$ cat config.mk
export PLATFORM = sky130hd
export DESIGN_NAME = imm_extend_unit
export DESIGN_NICKNAME = d
export VERILOG_FILES = /design/src/rtl/imm_ext_pkg.sv /design/src/rtl/imm_skid_buf.sv /design/src/rtl/imm_extend_unit.sv
export SDC_FILE = /design/constraint.sdc
export NUM_CORES = 1
export LEC_CHECK = 0
export BUFFER_PORTS_ARGS = -buffer_cell sky130_fd_sc_hd__buf_2
export CORE_ASPECT_RATIO = 0.7
export CORE_MARGIN = 3
export CORE_UTILIZATION = 60
export DETAILED_ROUTE_END_ITERATION = 7
export PLACE_DENSITY_LB_ADDON = 0.2
export SLEW_MARGIN = 0
export SYNTH_ARGS = -nofsm -noshare
export SYNTH_HDL_FRONTEND = slang
export SYNTH_SLANG_ARGS = --single-unit
$ cat constraint.sdc
create_clock -name clk_i -period 2.4 [get_ports clk_i]
set_clock_uncertainty 0.15 [all_clocks]
set_input_delay 0.24 -clock clk_i [delete_from_list [all_inputs] [get_ports clk_i]]
set_output_delay 0.24 -clock clk_i [all_outputs]
set_load 0.05 [all_outputs]
$ cat src/rtl/imm_ext_pkg.sv
// imm_ext_pkg: mode encodings and the shared immediate-extension function
package imm_ext_pkg;
  localparam int MAX_W = 64;
  localparam int IDX_W = $clog2(MAX_W);
  typedef enum logic [1:0] {
    IMM_SEXT  = 2'b00,
    IMM_ZEXT  = 2'b01,
    IMM_SHIFT = 2'b10,
    IMM_UPPER = 2'b11
  } mode_t;
  function automatic logic [MAX_W-1:0] imm_extend(
    input logic [MAX_W-1:0] imm,
    input mode_t            mode,
    input int unsigned      shamt,
    input int unsigned      in_w,
    input int unsigned      out_w
  );
    logic [MAX_W-1:0] mask, zx, sx;
    mask = ~({MAX_W{1'b1}} << in_w);
    zx   = imm & mask;
    sx   = imm[IDX_W'(in_w - 1)] ? (zx | ~mask) : zx;
    return mode == IMM_SEXT  ? sx :
           mode == IMM_ZEXT  ? zx :
           mode == IMM_UPPER ? zx << (out_w - in_w) :
           shamt >= out_w    ? '0 : sx << shamt;
  endfunction
endpackage

$ cat src/rtl/imm_skid_buf.sv
// imm_skid_buf: two-register valid/ready skid buffer with registered in_ready
module imm_skid_buf #(
  parameter int W = 16
) (
  input  logic         clk_i,
  input  logic         rst_ni,
  input  logic         in_valid_i,
  output logic         in_ready_o,
  input  logic [W-1:0] data_i,
  output logic         out_valid_o,
  input  logic         out_ready_i,
  output logic [W-1:0] data_o
);
  logic         skid_valid;
  logic [W-1:0] skid_data;
  assign in_ready_o = !skid_valid;
  // Output register refills from skid first, else from input; held output diverts input to skid
  always_ff @(posedge clk_i or negedge rst_ni) begin
    if (!rst_ni) begin
      out_valid_o <= 1'b0;
      data_o      <= '0;
      skid_valid  <= 1'b0;
      skid_data   <= '0;
    end else if (!out_valid_o || out_ready_i) begin
      out_valid_o <= skid_valid || in_valid_i;
      if (skid_valid) data_o <= skid_data;
      else if (in_valid_i) data_o <= data_i;
      skid_valid <= 1'b0;
    end else if (in_valid_i && !skid_valid) begin
      skid_valid <= 1'b1;
      skid_data  <= data_i;
    end
  end
endmodule

$ cat src/rtl/imm_extend_unit.sv
// imm_extend_unit: pipelined immediate extender; IMM_OVF_DETECT_EN adds the shift-overflow flag ovf_o
module imm_extend_unit
  import imm_ext_pkg::*;
#(
  parameter int IN_W  = 8,
  parameter int OUT_W = 16,
  parameter int SH_W  = $clog2(OUT_W)
) (
  input  logic             clk_i,
  input  logic             rst_ni,
  input  logic             in_valid_i,
  output logic             in_ready_o,
  input  logic [IN_W-1:0]  imm_i,
  input  logic [1:0]       mode_i,
  input  logic [SH_W-1:0]  shamt_i,
  output logic             out_valid_o,
  input  logic             out_ready_i,
  output logic [OUT_W-1:0] imm_o
`ifdef IMM_OVF_DETECT_EN
  ,output logic            ovf_o
`endif
);
  logic [OUT_W-1:0] res;
  // Extend the incoming field according to the requested mode
  always_comb res = OUT_W'(imm_extend(MAX_W'(imm_i), mode_t'(mode_i), 32'(shamt_i), IN_W, OUT_W));
`ifdef IMM_OVF_DETECT_EN
  logic [OUT_W-1:0] sx;
  logic             ovf;
  // Overflow when shifting back arithmetically fails to recover the sign-extended input
  always_comb begin
    sx  = OUT_W'(imm_extend(MAX_W'(imm_i), IMM_SEXT, 0, IN_W, OUT_W));
    ovf = mode_t'(mode_i) == IMM_SHIFT &&
          (32'(shamt_i) >= OUT_W ? |imm_i : OUT_W'($signed(res) >>> shamt_i) != sx);
  end
  imm_skid_buf #(.W(OUT_W + 1)) u_skid (
    .clk_i       (clk_i),
    .rst_ni      (rst_ni),
    .in_valid_i  (in_valid_i),
    .in_ready_o  (in_ready_o),
    .data_i      ({ovf, res}),
    .out_valid_o (out_valid_o),
    .out_ready_i (out_ready_i),
    .data_o      ({ovf_o, imm_o})
  );
`else
  imm_skid_buf #(.W(OUT_W)) u_skid (
    .clk_i       (clk_i),
    .rst_ni      (rst_ni),
    .in_valid_i  (in_valid_i),
    .in_ready_o  (in_ready_o),
    .data_i      (res),
    .out_valid_o (out_valid_o),
    .out_ready_i (out_ready_i),
    .data_o      (imm_o)
  );
`endif
endmodule

==> results.md <==
* N_diodes at 0
* Root Driver: clkbuf_8
* Min cycle time layout at 1.89 ns
* # DRC at 0
* Row count at 17
* Status: finished clean
* Synth area leader: dfrtp_1
* Largest net degree at the start of global routing at 35
* Die area at 4360 um^2
* Tightest Pin Transition at 0.742 ns
* Register bit total from synthesis at 34
* Hold Crit Start: in_valid_i
* Worst Setup SP: u_skid.skid_valid
* Layout area overhead at 17.2%
* Crit path DAT at 1.50 ns
* Reg2reg start: u_skid.out_valid_o
* Critical path's top delay family: buffers and inverters
* Worst-path clk slew at 0.07 ns
* Fmax at 0.530 GHz
* Worst path required time at 2.01 ns
* Post-Layout Inst Area at 2530 um^2
* EDFF count, synth at 0
* Final-report max-slew violation count at 0
* Critical Path Slowest Stage Cell: dfrtp_1
* Antenna-violating nets left at 0
* Max H-tree Level at 2
* Syn avg cell area at 8.49 um^2
* Placed cell area at 2410 um^2
* RSZ-0062 raised after global routing: no
* Count of cell types in the netlist at 51
* FFs w/ async S/R, synth at 100%
* Seq/Total Area, Yosys at 39.4%
* Worst Setup Start Kind: flop
* Worst setup EP type: output pin
* CTS tree: yes
* Peak supply drop at 0.675 mV
* Max Cap Violations at 0
* Setup TNS at 0 ns
* Initial Utilization at 65.4%
* Deepest clock path buffer count at 2
* Critical-path maximum fanout at 11
* Setup-failing EPs final at 0
* Lkg Pwr at 1.13 nW
* Synthesized netlist cell count at 254
* Syn nets at 272
* Mapped cell area at 2160 um^2
* Max-slew headroom at 50.5%
* Area share of the largest cell type after synthesis at 39.4%
* Die H at 56.2 um
* Routed vias/inst at 6.40
* Clk_lat worst skew at 0.28 ns
* M2 GR Usage at 40.1%
* Met1 usage at 41.4%
* Type of the worst min-delay path: input port to flop
* Top_reg_cell synth: dfrtp_1
* Count leader, synth: dfrtp_1
* Top post-synthesis cells by area: dfrtp_1, o21ai_0, nand2_1
* Total clock buffers created by CTS at 5
* Die Span X at 77.7 um
* Synth warn at 0
* Synth cell count leaders: dfrtp_1, nand2_1, o21ai_0
* DP HPWL at 4350 um
* Period utilisation layout at 78.7%
* NumNets Final at 310
* Overall Power at 1.89 mW
* Placer Congestion at 0.982
* Via Count at 2176
* Worst path cell trace: clkinv_1 > buf_2
* Pwr/cell area at 749 nW/um^2
* CP bufs+invs at 2
* Routing usage on met3 at 8.25%
* Hold Fails Final Rpt at 0
* Final worst slack at 0.512 ns
* Core footprint at 3300 um^2
* First-pass GRT wire length at 9760 um
* Share of layout cells above drive strength 1 at 22.2%
* Place WS at 0.271 ns
* Post-CTS sizing at 0
* Clk sinks at 34
* Crit path kind: flop to output pin
* Initial antenna violation count at 0
* GR Overflow Total at 0
* # port buffers at 35
* DR WL/cell at 16.9 um
* WL final at 5740 um
* Max incr delay on CP at 0.54 ns
* First DRT Iteration DRCs at 236
* Busiest grt layer: met1
* IO Count at 36
* Total GRT Usage at 28.4%
* Drt first pass iters at 5
* Vias in the first global route at 2036
==> cells by family after synthesis <==
group	synth area share [%]
compound gates	26.7
mux	8.76
simple gates	20.1
flops	39.4
buf+inv	4.99
==> where the power goes <==
part | internal, mW | total (mW) | switching, mW
Sequential | 0.684 | 0.743 | 0.0588
Combinational | 0.189 | 0.640 | 0.452
Clock | 0.310 | 0.510 | 0.200
==> state kept, by name, summed over array words and instances, names as in the netlist <==
name / flops
u_skid.out_valid_o: 1
u_skid.skid_data: 16
u_skid.data_o: 16
u_skid.skid_valid: 1
==> layout by cell type, fill, tap and decap left out, types with 6 or more instances in the layout <==
cell and instances:
nor2b_1 7, a21oi_1 16, o21ai_1 9, o21ai_0 27
dfrtp_1 34, mux2i_1 8, nor3_1 6, a31oi_1 7
buf_4 13, nand2_1 32, buf_2 35, nor2_1 15
==> repair_timing <==
action,in CTS,in global routing
hold buffers,1,0
hold endpoints to repair,34,0
setup buffers,0,0
==> cell type report <==
type	count	area [um^2]
Clock buffer	6	72.6
Clock inverter	2	37.5
Fill cell	259	769
Inverter	7	26.3
Multi-Input combinational cell	195	1200
Sequential cell	34	851
Tap cell	47	58.8
Timing Repair Buffer	49	283
==> worst reg2reg max path: cells and delay by family, from the launching register on <==
family	cells	cell delay, ns
AO/OA/AOI/OAI	1	0.34
flip-flops	1	0.38
AND/OR/NAND/NOR	3	0.85
==> worst paths after layout <==
check | end | slack (ns) | depth (start not counted)
worst max-delay path | in_ready_o | 0.51 | 2
worst min-delay path | u_skid.out_valid_o | 0.08 | 3
worst max register to register | u_skid.data_o[14] | 0.56 | 4
worst min register to register | u_skid.data_o[4] | 0.33 | 2
max in group asynchronous | u_skid.data_o[1] | 1.22 | 2
min in group asynchronous | u_skid.skid_data[11] | 0.41 | 2
==> through the flow <==
stage / utilization (%) / hold WS, ns / cells
after floorplan: - / -0.206 / 254
after global placement: 73.0 / 0.188 / 331
after detailed placement: 73.0 / 0.190 / 331
after CTS: 76.7 / 0.0740 / 340
after global routing: 76.7 / 0.0952 / 340
final: 76.7 / 0.0781 / 340
==> layer usage <==
layer,vias to the layer above,wire (um)
met5,-,0
met2,132,2540
met3,11,641
li1,1013,-
met4,0,69
met1,1020,2490
Power figures use the tool's default switching activity.
